**config.mk**
```make
export PLATFORM = sky130hd
export DESIGN_NAME = collision_scanner
export DESIGN_NICKNAME = d
export VERILOG_FILES = /design/src/rtl/collision_scanner_pkg.sv /design/src/rtl/collision_scanner_block_hit_compare.sv /design/src/rtl/collision_scanner.sv
export SDC_FILE = /design/constraint.sdc
export NUM_CORES = 1
export LEC_CHECK = 0
export ABC_CLOCK_PERIOD_IN_PS = 7450
export BUFFER_PORTS_ARGS = -buffer_cell sky130_fd_sc_hd__buf_2
export CAP_MARGIN = 20
export CELL_PAD_IN_SITES_DETAIL_PLACEMENT = 2
export CELL_PAD_IN_SITES_GLOBAL_PLACEMENT = 2
export CORE_ASPECT_RATIO = 0.75
export CORE_MARGIN = 4
export CORE_UTILIZATION = 33
export CTS_BUF_LIST = sky130_fd_sc_hd__clkbuf_4
export CTS_CLUSTER_SIZE = 28
export DETAILED_ROUTE_END_ITERATION = 12
export MAX_ROUTING_LAYER = met4
export PLACE_DENSITY = 0.86
export SLEW_MARGIN = 5
export SYNTH_ARGS = -nofsm -noshare
export SYNTH_HDL_FRONTEND = slang
export SYNTH_SLANG_ARGS = --single-unit
export TNS_END_PERCENT = 1
```
**constraint.sdc**
```tcl
create_clock -name clk -period 7.45 [get_ports clk]
set_clock_uncertainty 0.2 [all_clocks]
set_input_delay 0.745 -clock clk [delete_from_list [all_inputs] [get_ports clk]]
set_output_delay 0.745 -clock clk [all_outputs]
set_load 0.05 [all_outputs]
```
**src/rtl/collision_scanner_pkg.sv**
```systemverilog
// Shared constants, coordinate type and FSM state encoding for the collision scanner.
// Screen/block geometry defaults and the table dimensions derived from them.
package collision_scanner_pkg;

  localparam int DEF_SCREEN_WIDTH  = 400;
  localparam int DEF_SCREEN_HEIGHT = 700;
  localparam int DEF_BLOCK_WIDTH   = 40;
  localparam int DEF_BLOCK_HEIGHT  = 5;
  localparam int DEF_DOODLE_WIDTH  = 20;

  function automatic int calc_biw(input int screen_w, input int block_w);
    return screen_w / block_w;
  endfunction

  function automatic int calc_bih(input int screen_h, input int block_h);
    return screen_h / block_h;
  endfunction

  localparam int BIW   = calc_biw(DEF_SCREEN_WIDTH, DEF_BLOCK_WIDTH);
  localparam int BIH   = calc_bih(DEF_SCREEN_HEIGHT, DEF_BLOCK_HEIGHT);
  localparam int COUNT = BIW * BIH;

  typedef logic [31:0] coord_t;

  typedef enum logic [1:0] {
    IDLE  = 2'd0,
    ISSUE = 2'd1,
    SCAN  = 2'd2,
    DONE  = 2'd3
  } state_t;

endpackage

```
**src/rtl/collision_scanner_block_hit_compare.sv**
```systemverilog
// Combinational point-on-block landing test; sums widened to 33 bits so they never wrap.
module block_hit_compare #(
  parameter int BLOCK_WIDTH  = 40,
  parameter int BLOCK_HEIGHT = 5,
  parameter int DOODLE_WIDTH = 20
) (
  input  logic [31:0] point_x,
  input  logic [31:0] point_y,
  input  logic        falling,
  input  logic [31:0] blk_x,
  input  logic [31:0] blk_y,
  input  logic        blk_active,
  output logic        hit
);

  logic [32:0] blk_y_end;
  logic [32:0] blk_x_end;
  logic [32:0] point_x_end;

  always_comb begin
    blk_y_end   = {1'b0, blk_y} + 33'(BLOCK_HEIGHT);
    blk_x_end   = {1'b0, blk_x} + 33'(BLOCK_WIDTH);
    point_x_end = {1'b0, point_x} + 33'(DOODLE_WIDTH);
    hit = blk_active && falling
       && (point_y >= blk_y)
       && ({1'b0, point_y} < blk_y_end)
       && ({1'b0, point_x} < blk_x_end)
       && (point_x_end > {1'b0, blk_x});
  end

endmodule

```
**src/rtl/collision_scanner.sv**
```systemverilog
// Walks the block table one entry per cycle and reports the first block the snapshotted
// doodle lands on. Table read port has one cycle of latency: index issued in cycle n, data compared in n+1.
module collision_scanner
  import collision_scanner_pkg::*;
#(
  parameter int SCREEN_WIDTH  = DEF_SCREEN_WIDTH,
  parameter int SCREEN_HEIGHT = DEF_SCREEN_HEIGHT,
  parameter int BLOCK_WIDTH   = DEF_BLOCK_WIDTH,
  parameter int BLOCK_HEIGHT  = DEF_BLOCK_HEIGHT,
  parameter int DOODLE_WIDTH  = DEF_DOODLE_WIDTH
) (
  input  logic        clk,
  input  logic        reset,
  input  logic        start,
  input  logic [31:0] doodleX,
  input  logic [31:0] doodleY,
  input  logic        falling,
  output logic [31:0] blkIndex,
  input  logic [31:0] blkX,
  input  logic [31:0] blkY,
  input  logic        blkActive,
  output logic        busy,
  output logic        done,
  output logic        hasCollide,
  output logic [31:0] collisionX,
  output logic [31:0] collisionY
);

  localparam int LBIH   = calc_bih(SCREEN_HEIGHT, BLOCK_HEIGHT);
  localparam int LCOUNT = calc_biw(SCREEN_WIDTH, BLOCK_WIDTH) * LBIH;
  localparam coord_t LAST_IDX = coord_t'(LCOUNT - 1);
  localparam coord_t LAST_J   = coord_t'(LBIH - 1);

  state_t state_q, state_d;
  coord_t snap_x_q, snap_x_d;
  coord_t snap_y_q, snap_y_d;
  logic   snap_fall_q, snap_fall_d;
  // cnt/i/j describe the entry being compared; blk_index runs one entry ahead.
  coord_t cnt_q, cnt_d;
  coord_t i_q, i_d;
  coord_t j_q, j_d;
  coord_t blk_index_q, blk_index_d;
  logic   has_collide_q, has_collide_d;
  coord_t col_x_q, col_x_d;
  coord_t col_y_q, col_y_d;
  logic   hit;

  block_hit_compare #(
    .BLOCK_WIDTH (BLOCK_WIDTH),
    .BLOCK_HEIGHT(BLOCK_HEIGHT),
    .DOODLE_WIDTH(DOODLE_WIDTH)
  ) u_hit (
    .point_x   (snap_x_q),
    .point_y   (snap_y_q),
    .falling   (snap_fall_q),
    .blk_x     (blkX),
    .blk_y     (blkY),
    .blk_active(blkActive),
    .hit       (hit)
  );

  always_comb begin
    state_d       = state_q;
    snap_x_d      = snap_x_q;
    snap_y_d      = snap_y_q;
    snap_fall_d   = snap_fall_q;
    cnt_d         = cnt_q;
    i_d           = i_q;
    j_d           = j_q;
    blk_index_d   = blk_index_q;
    has_collide_d = has_collide_q;
    col_x_d       = col_x_q;
    col_y_d       = col_y_q;
    case (state_q)
      IDLE: begin
        if (start) begin
          state_d       = ISSUE;
          snap_x_d      = doodleX;
          snap_y_d      = doodleY;
          snap_fall_d   = falling;
          has_collide_d = 1'b0;
          col_x_d       = '0;
          col_y_d       = '0;
          cnt_d         = '0;
          i_d           = '0;
          j_d           = '0;
          blk_index_d   = '0;
        end
      end
      ISSUE: begin
        state_d     = SCAN;
        blk_index_d = (LAST_IDX == '0) ? '0 : 32'd1;
      end
      SCAN: begin
        if (hit) begin
          state_d       = DONE;
          has_collide_d = 1'b1;
          col_x_d       = i_q;
          col_y_d       = j_q;
        end else if (cnt_q == LAST_IDX) begin
          state_d = DONE;
        end else begin
          cnt_d = cnt_q + 32'd1;
          if (j_q == LAST_J) begin
            j_d = '0;
            i_d = i_q + 32'd1;
          end else begin
            j_d = j_q + 32'd1;
          end
          if (blk_index_q != LAST_IDX) begin
            blk_index_d = blk_index_q + 32'd1;
          end
        end
      end
      DONE: begin
        state_d = IDLE;
      end
      default: begin
        state_d = IDLE;
      end
    endcase
  end

  always_ff @(posedge clk or posedge reset) begin
    if (reset) begin
      state_q       <= IDLE;
      snap_x_q      <= '0;
      snap_y_q      <= '0;
      snap_fall_q   <= 1'b0;
      cnt_q         <= '0;
      i_q           <= '0;
      j_q           <= '0;
      blk_index_q   <= '0;
      has_collide_q <= 1'b0;
      col_x_q       <= '0;
      col_y_q       <= '0;
    end else begin
      state_q       <= state_d;
      snap_x_q      <= snap_x_d;
      snap_y_q      <= snap_y_d;
      snap_fall_q   <= snap_fall_d;
      cnt_q         <= cnt_d;
      i_q           <= i_d;
      j_q           <= j_d;
      blk_index_q   <= blk_index_d;
      has_collide_q <= has_collide_d;
      col_x_q       <= col_x_d;
      col_y_q       <= col_y_d;
    end
  end

  assign blkIndex   = blk_index_q;
  assign busy       = (state_q == ISSUE) || (state_q == SCAN);
  assign done       = (state_q == DONE);
  assign hasCollide = has_collide_q;
  assign collisionX = col_x_q;
  assign collisionY = col_y_q;

endmodule

```
# [Word level (Yosys, flattened, before mapping)]
# Cells that the tools add are included.
[totals] ff_bits=260 latchBits=0 ram_bits=0 mem_bits_ro=0 input_bits=133 out_inout_bits=99 wordCells=77 memories=0
[classes] add_sub_neg=7 n_mul=0 n_div=0 order_cmp=4 eq_ne=13 shifts=0 n_mux=27 n_bitwise=0 reduce_logical=15
[op_table] op="32-bit two-way mux" n=14
[op_table] op="32-bit case mux with 2 select lines" n=5
[op_table] op="32-bit by 1-bit adder with 32-bit output, second input constant" n=4
[op_table] op="32-bit case mux with 3 select lines" n=1
[op_table] op="32-bit by 33-bit < comparator with 1-bit output" n=2
[op_table] op="32-bit by 3-bit adder with 33-bit output, second input constant" n=1
[op_table] op="32-bit by 5-bit adder with 33-bit output, second input constant" n=1
[op_table] op="32-bit by 6-bit adder with 33-bit output, second input constant" n=1
[op_table] op="33-bit by 32-bit greater-than comparator with 1-bit output" n=1
[op_table] op="32-bit by 11-bit equality test with 1-bit output, second input constant" n=1
[op_table] op="32-bit by 8-bit equality test with 1-bit output, second input constant" n=1
[op_table] op="32-bit >= comparator" n=1
[op_table] op="32-bit by 11-bit != test with 1-bit output, second input constant" n=1
[op_table] op="2-bit != test, second input constant" n=6
[op_table] op="5-bit AND reduction" n=2
[op_table] op="2-bit case mux with 4 select lines" n=1
[op_table] op="2-bit two-way mux" n=3
[op_table] op="1-bit logical AND" n=5
[op_table] op="2-bit equality test, second input constant" n=2
[op_table] op="2-bit AND reduction" n=2
[op_table] op="4-bit AND reduction" n=1
[op_table] op="3-bit != test, second input constant" n=1
[op_table] op="3-bit AND reduction" n=1
[op_table] op="3-bit nonzero test" n=1
[op_table] op="6 further kinds" n=7

# [Logic depth before layout (Yosys ltp)]
# Gate-level depths: netlist (run 1).
[depth] depth_word=7 mapped_depth=20 mapped_depth_nobuf=18

# [By module]
# Synthesis (run 1) repeated with hierarchy kept, for this count alone.
[unflattened] hier_cells=1742 hier_area_um2=16568.4
[by_module_without_submodules] mod="collision_scanner" instances=1 cells_each=1128 area_each_um2=12101.6 seq_area_each_um2=6506.2
[by_module_without_submodules] mod="block_hit_compare" instances=1 cells_each=614 area_each_um2=4466.8 seq_area_each_um2=0.0

# [Worst setup path before layout (run 1)]
# Ideal clock, no wire load.
[synth_timing] path_type="input port to flip-flop" from="input blkY[7]" to="register blk_index_q[14] (netlist: blkIndex[14])" setup_ps=120 t_arrival_ps=4366 t_required_ps=7130 path_slack_ps=2764 stages=19 path_buffers=2 cell_sequence="nand4_1 > nor3_1 > nand4_1 > nor3_1 > nand4_1 > nor3_1 > xnor2_1 > ha_1 > and4_1 > nand2_1 > nor4_1 > o31a_1 > nor3_1 > o211a_1 > a21oi_1 > buf_2 > buf_1 > nand2_1 > a31o_2"
[synth_between] elab_chain_len=7 elab_cells_between_ends=9 cone_classes="add/sub (1); order compare (2); eq/ne (1); reduce/logical (5)"
[synth_rtl] element="start: declaration" line_no="collision_scanner.sv:20" rtl="input logic [31:0] blkY,"
[synth_rtl] element="32-bit by 3-bit adder with 33-bit output / 32-bit >= comparator (equally long branches)" line_no="collision_scanner_block_hit_compare.sv:21, collision_scanner_block_hit_compare.sv:25"
[synth_rtl] element="32-bit by 33-bit < comparator with 1-bit output / 1-bit logical AND (equally long branches)" line_no="collision_scanner_block_hit_compare.sv:26, collision_scanner_block_hit_compare.sv:25"
[synth_rtl] element="1-bit logical AND (*)" line_no="collision_scanner_block_hit_compare.sv:26" rtl="&& ({1'b0, point_y} < blk_y_end)"
[synth_rtl] element="1-bit logical AND (*)" line_no="collision_scanner_block_hit_compare.sv:27" rtl="&& ({1'b0, point_x} < blk_x_end)"
[synth_rtl] element="1-bit logical AND (*)" line_no="collision_scanner_block_hit_compare.sv:28" rtl="&& (point_x_end > {1'b0, blk_x});"
[synth_rtl] element="2-bit != test (no line) (*)"
[synth_rtl] element="5-bit AND reduction (no line) (*)"
[synth_rtl] element="end signal: assignment" line_no="collision_scanner.sv:145" rtl="blk_index_q <= blk_index_d;"
[synth_rtl] element="end: declaration" line_no="collision_scanner.sv:42" rtl="coord_t blk_index_q, blk_index_d;"
# Mark *: on every way between the ends. The rest lies on a longest branch, timed or not.
# A chain may end at the register's enable or synchronous reset.

# [Worst setup path after layout (run 1)]
[layout_timing] from="register snap_x_q[3]" to="register has_collide_q (netlist: hasCollide)"
[layout_between] elab_chain_len=5 elab_cells_between_ends=7 cone_classes="add/sub (1); order compare (2); eq/ne (1); reduce/logical (3)"
[layout_rtl] element="start: declaration" line_no="collision_scanner.sv:35" rtl="coord_t snap_x_q, snap_x_d;"
[layout_rtl] element="start signal: assignment" line_no="collision_scanner.sv:139" rtl="snap_x_q <= snap_x_d;"
[layout_rtl] element="32-bit by 5-bit adder with 33-bit output / 32-bit by 33-bit < comparator with 1-bit output (equally long branches)" line_no="collision_scanner_block_hit_compare.sv:23, collision_scanner_block_hit_compare.sv:27"
[layout_rtl] element="33-bit by 32-bit greater-than comparator with 1-bit output / 1-bit logical AND (equally long branches)" line_no="collision_scanner_block_hit_compare.sv:28, collision_scanner_block_hit_compare.sv:27"
[layout_rtl] element="1-bit logical AND (*)" line_no="collision_scanner_block_hit_compare.sv:28"
[layout_rtl] element="2-bit != test (no line) (*)"
[layout_rtl] element="3-bit AND reduction (no line) (*)"
[layout_rtl] element="end signal: assignment" line_no="collision_scanner.sv:146" rtl="has_collide_q <= has_collide_d;"
[layout_rtl] element="end: declaration" line_no="collision_scanner.sv:43" rtl="logic has_collide_q, has_collide_d;"
# Marks and branches as above.

==> impl_metrics.csv, run 1 <==
group,metric,value,unit
placement,dp_cells,2908,
critical_path,critPathLaunchType,"flip-flop",
logic_synthesis,ys_seq_area_share,36.0,%
critical_path,crit_chain,"a21oi_1 > nor2_1 > and2_1 > nor2b_1 > and2_0 > and3_1 > nand2_1 > xnor2_1 > ha_1 > a21oi_1 > o21a_1 > o21ai_0 > a2111oi_0 > a211oi_1 > o21ai_1 > nor2_2 > o21a_2 > buf_4 > mux2_2",
logic_synthesis,synth_nets,2320,
detailed_routing,via_per_inst,6.11,
timing,timing.final.ws_setup,0.361,ns
floorplanning,die_h,211,um
clock_network,ctsHtreeMaxLevel,3,
power,power_density,333,nW/um^2
placement,gp_congestion,0.859,
critical_path,slowest_delay,0.65,ns
critical_path,path_buf_inv,1,
floorplanning,start_util,33.7,%
floorplanning,die-area,58500,um^2
timing,post-route-period-util,95.2,%
clock_network,clk_latency,0.84,ns
layout,nets,2614,
layout,drive_gt1_share,20.6,%
global_route,grt_pass1_wl,131000,um
timing,min_period,7.09,ns
global_route,antenna_found_initial,6,
clock_network,post_cts_resized,0,
timing,slew_headroom,15.0,%
floorplanning,fp.coreArea,53500,um^2
critical_path,path_max_fanout,44,
global_route,grt_usage,29.1,%
run,maxCapViolCount,0,
detailed_routing,ant_nets,0,
critical_path,path_delay_family,"compound AO/OA/AOI/OAI gates",
clock_network,cts_tree,"yes",
hold_path,min_path_type,"reg2reg",
clock_network,cts_sinks,260,
timing,slew_violations,0,
logic_synthesis,synth.distinct_cells,81,
clock_network,path_clk_slew,0.10,ns
layout,syn2layout_area_growth,19.3,%
power,peakVddDrop,0.248,mV
clock_network,root_buffer,"clkbuf_4",
floorplanning,rows,73,
detailed_routing,vias,19000,
timing,setup_viol,0,
floorplanning,chipWidth,278,um
logic_synthesis,avgSynthCellArea,8.80,um^2
critical_path,cp.required,7.90,ns
timing,fin_setup_tns,0,ns
global_route,grt_max_degree,174,
detailed_routing,drtIter0Drc,1424,
layout,final_cells,3111,
critical_path,crit_type,"reg2reg",
timing,rsz0062_at_grt,"no",
logic_synthesis,synthFlopType,"dfrtp_1",
detailed_routing,wl,85200,um
placement,pre_cts_ws,1.05,ns
layout,final_common_cell,"dfrtp_1",
timing,hold_viol_final,0,
logic_synthesis,yosys_warnings,0,
clock_network,cts_buffer_depth,3,
detailed_routing,drcViolationCount,0,
clock_network,cts_setup_buffers,0,
layout,mostFrequentLayoutCells,"dfrtp_1, nand2_1, buf_2",
timing,worst_slew_pin_slew,1.28,ns
logic_synthesis,synth_edf_count,0,
logic_synthesis,netlist_area,18000,um^2
timing,max_freq,0.141,GHz
detailed_routing,wl_per_cell,27.4,um
critical_path,setup.worst_path.end_class,"flip-flop",
logic_synthesis,async_flop_share,100,%
global_route,grt_pass1_vias,21400,
logic_synthesis,syn_inst,2050,
critical_path,crit_path_top_delay_cell,"a211oi_1",
logic_synthesis,ys_ff_latch,260,
clock_network,cts_buffers,78,
critical_path,cp_common_cell,"a21oi_1",
detailed_routing,drtPass1Iterations,5,
placement,port_buffers,231,
placement,hpwl,51300,um
floorplanning,pin_count,232,
critical_path,crit_arrival,7.54,ns
power,power_leakage,9.76,nW
global_route,grt.overflow.total,0,
status,status,"completed",
## metrics by stage
step	area [um^2]	util, %	total power, W	hold WS, ns
floorplan	18100	-	0.00419	0.264
detailed placement	19900	37.1	0.00526	0.297
global route	21500	40.2	0.00752	0.304
global placement	19900	37.1	0.00494	0.278
CTS	21500	40.2	0.00685	0.314
finish	21500	40.2	0.00717	0.309
## worst register-to-register path: cells and delay by family, from the launching register on
family	cells	cell delay, ns
DFF	1	0.51
buffers and inverters	1	0.56
adders and majority gates	1	0.26
AOI/OAI and AO/OA	8	2.55
and+or+nand+nor	7	2.15
xor gates and xnor gates	1	0.30
muxes	1	0.41
## state kept, by name, indices dropped and copies added, names as in the netlist, 2 cells and up
signal	cells
state_q	2
snap_y_q	32
blkIndex	32
cnt_q	32
i_q	32
snap_x_q	32
collisionX	32
j_q	32
collisionY	32
## worst paths after layout
kind                              from      endpoint  slack, ns  cells past startpoint
min                        snap_y_q[0]   snap_y_q[0]       0.31                      1
max reg2reg                snap_x_q[3]    hasCollide       0.36                     19
max in group asynchronous        reset     cnt_q[30]       5.11                      4
min in group asynchronous        reset  blkIndex[29]       0.36                      3
min reg2reg                snap_y_q[0]   snap_y_q[0]       0.31                      1
max                        snap_x_q[3]    hasCollide       0.36                     19
## what timing repair did
action | CTS | global route
hold buffers | 66 | 0
hold endpoints to repair | 87 | 0
setup endpoints to repair | 0 | 0
## synthesized netlist by cell type (44+ instances only)
cell type	instances	share of area (%)
mux2_2	74	4.6
clkbuf_1	69	1.4
ha_1	137	9.5
and3_1	44	1.5
nor3_1	59	1.6
o21ai_0	88	2.4
nand3_1	105	2.9
nand4_1	96	3.3
xnor2_1	76	3.7
dfrtp_1	260	36
nor4_1	56	1.9
a21oi_1	67	1.9
inv_1	146	3.0
nand2_1	241	5.0
nor2_1	85	1.8
## routing by layer
| metal | GRT usage (%) | part of all wire, % | vias to the layer above |
|---|---|---|---|
| met5 | - | 0 | - |
| met4 | 14.6 | 5.2 | 0 |
| met3 | 6.42 | 6.3 | 316 |
| met2 | 48.3 | 49 | 832 |
| met1 | 33.4 | 40 | 9680 |
| li1 | - | - | 8180 |
## cell type report
| type | count | area, um^2 |
|---|---|---|
| clock inverter | 16 | 108 |
| sequential | 260 | 6510 |
| multi-input combinational | 1541 | 10600 |
| timing repair buffer | 316 | 2010 |
| tap | 712 | 891 |
| antenna | 6 | 15.0 |
| clock buffer | 113 | 848 |
| inverter | 147 | 556 |
| fill | 5944 | 32000 |
## power breakdown
part | total (W) | internal (W) | switching [W]
clock | 0.00151 | 0.000727 | 0.000784
combinational | 0.00346 | 0.00117 | 0.00229
sequential | 0.00220 | 0.00171 | 0.000492
total | 0.00717 | 0.00360 | 0.00357
## cell families after synthesis
kind of cell | after synthesis | synth area share (%)
muxes | 103 | 6.23
DFF | 260 | 36.0
buffers and inverters | 249 | 5.64
and+or+nand+nor | 830 | 23.8
AOI/OAI and AO/OA | 386 | 14.7
adders and majority gates | 137 | 9.50
xor gates and xnor gates | 85 | 4.12
Power figures use the tool's default switching activity.
==> inputs of run 2 (changes only) <==
- CORE_MARGIN: 4 -> 2
- CTS_CLUSTER_DIAMETER: default -> 200
==> impl_metrics.csv, run 2 (synthesized netlist as in run 1, its figures left out) <==
group,metric,value,unit
global_route,grt_usage,26.7,%
critical_path,path_delay_family,"compound AO/OA/AOI/OAI gates",
timing,max_freq,0.157,GHz
timing,slew_violations,0,
placement,gp_congestion,0.906,
critical_path,reg2reg_depth,17,
global_route,grt_pass1_vias,19600,
power,power_frac_comb,54.2,%
global_route,grt.overflow.total,0,
global_route,grt_max_degree,134,
clock_network,cts_tree,"yes",
critical_path,crit_path_top_delay_cell,"buf_4",
hold_path,hold_depth,2,
critical_path,r2r_slack,1.10,ns
clock_network,ctsHtreeMaxLevel,1,
detailed_routing,drcViolationCount,0,
critical_path,crit_arrival,6.82,ns
timing,post-route-period-util,85.3,%
critical_path,cp.required,7.92,ns
placement,port_buffers,231,
power,clockPowerShare,10.0,%
timing,worst_slew_pin_slew,1.06,ns
power,power_density,292,nW/um^2
layout,fin_area,20800,um^2
power,power.share.switching,51.4,%
detailed_routing,drtPass1Iterations,5,
hold_path,min_path_type,"in2reg",
power,intPower,0.00295,W
timing,fin_setup_tns,0,ns
detailed_routing,drtIter0Drc,1342,
placement,hpwl,50300,um
status,status,"completed",
detailed_routing,vias,18000,
timing,rsz0062_at_grt,"no",
floorplanning,die-area,56600,um^2
run,maxCapViolCount,0,
layout,drive_gt1_share,17.2,%
critical_path,critPathLaunchType,"flip-flop",
power,peakVddDrop,0.167,mV
critical_path,setup.worst_path.end_class,"flip-flop",
critical_path,path_max_fanout,66,
floorplanning,chipWidth,274,um
floorplanning,start_util,33.3,%
clock_network,cts_buffer_depth,3,
critical_path,worstReg2RegEnd,"j_q[13]",
floorplanning,rows,74,
critical_path,crit_chain,"and3_1 > nand3_1 > nor3_2 > nand3_1 > nor2_1 > xor2_1 > ha_1 > a21oi_1 > o21a_1 > o21ai_0 > a2111oi_0 > a211oi_1 > o21a_1 > a21oi_4 > buf_4 > nand3_1 > o311ai_0",
layout,nets,2551,
critical_path,slowest_delay,0.67,ns
hold_path,min_from,"doodleX[30]",
layout,fill_cells,6079,
timing,slew_headroom,28.8,%
clock_network,cts_setup_buffers,0,
detailed_routing,wl,74900,um
hold_path,holdPathEnd,"snap_x_q[30]",
clock_network,path_clk_slew,0.37,ns
clock_network,root_buffer,"clkbuf_4",
layout,final_common_cell,"dfrtp_1",
detailed_routing,ant_nets,0,
layout,mostFrequentLayoutCells,"dfrtp_1, nand2_1, buf_2",
critical_path,cp_common_cell,"nand3_1",
critical_path,crit_type,"reg2reg",
floorplanning,pin_count,232,
power,p_seq_share,35.8,%
detailed_routing,via_per_inst,5.97,
floorplanning,fp.coreArea,54300,um^2
timing,setup_viol,0,
clock_network,cts_sinks,260,
power,power_leakage,9.29,nW
global_route,grt_pass1_wl,116000,um
timing,hold_viol_final,0,
critical_path,r2r-start,"snap_x_q[10]",
global_route,antenna_found_initial,4,
placement,dpl_cell_area,19900,um^2
power,p_switching,0.00312,W
timing,min_period,6.35,ns
detailed_routing,wl_per_cell,24.9,um
clock_network,clk_latency,0.82,ns
critical_path,path_buf_inv,1,
layout,syn2layout_area_growth,15.0,%
clock_network,cts_buffers,13,
floorplanning,die_h,207,um
-- run 2: cell count changes in the layout (fill, tap and decap cells not counted), moves of 2 or more --
cell | before | now
diode_2 | 6 | 4
clkbuf_4 | 113 | 13
clkinvlp_4 | 4 | 1
clkinv_1 | 11 | 1
-- run 2: worst max path at each step --
stage                            start             end  slack (ns)  depth (start not counted)
final                     snap_x_q[10]         j_q[13]        1.10                         17
after detailed placement       blkY[4]     blkIndex[9]        1.10                         20
after global placement         blkY[6]  collisionX[20]        1.44                         18
after global routing       snap_x_q[8]    blkIndex[15]        0.84                         18
after floorplan                blkY[7]    blkIndex[14]        2.76                         19
after CTS                  snap_x_q[2]    blkIndex[15]        1.45                         18
-- run 2: area by class of cell --
class,instances,area [um^2],share of cell area (%)
timing repair buffer,318,2060,9.94
antenna,4,10.0,0.0482
inverter,147,556,2.68
clock buffer,13,97.6,0.470
tap,722,903,4.35
clock inverter,1,20.0,0.0964
multi-input combinational,1541,10600,51.1
sequential,260,6510,31.3
-- run 2: per-layer routing --
metal	global-route usage, %	part of all wire, %	vias to the layer above	wire length [um]
met5	-	0	-	0
li1	-	-	7974	-
met3	2.90	4.2	180	3140
met2	44.3	48	507	36200
met1	33.5	43	9293	32300
met4	10.3	4.4	0	3290
-- run 2: timing repair --
| item | 4_1_cts | 5_1_grt |
|---|---|---|
| hold buffers | 64 | 1 |
| hold endpoints to repair | 104 | 1 |
| resized for setup | 0 | 0 |
-- run 2: power by group through the flow --
stage / Combinational (W) / Sequential (W) / Clock, W
2_1_floorplan: 0.00211 / 0.00208 / 0
3_3_place_gp: 0.00284 / 0.00210 / 0
3_5_place_dp: 0.00309 / 0.00215 / 0
4_1_cts: 0.00313 / 0.00212 / 0.000606
5_1_grt: 0.00356 / 0.00221 / 0.000662
6_report: 0.00329 / 0.00217 / 0.000606
-- run 2: metrics by stage --
step | total power [W] | hold slack, ns | util [%] | worst slack [ns] | std cells
floorplan | 0.00419 | 0.264 | - | 2.76 | 2050
global placement | 0.00494 | 0.285 | 36.7 | 1.44 | 2919
detailed placement | 0.00524 | 0.300 | 36.7 | 1.10 | 2919
CTS | 0.00586 | 0.00181 | 38.1 | 1.45 | 2997
global route | 0.00643 | 0.0220 | 38.3 | 0.842 | 3006
finish | 0.00607 | 0.0929 | 38.3 | 1.10 | 3006
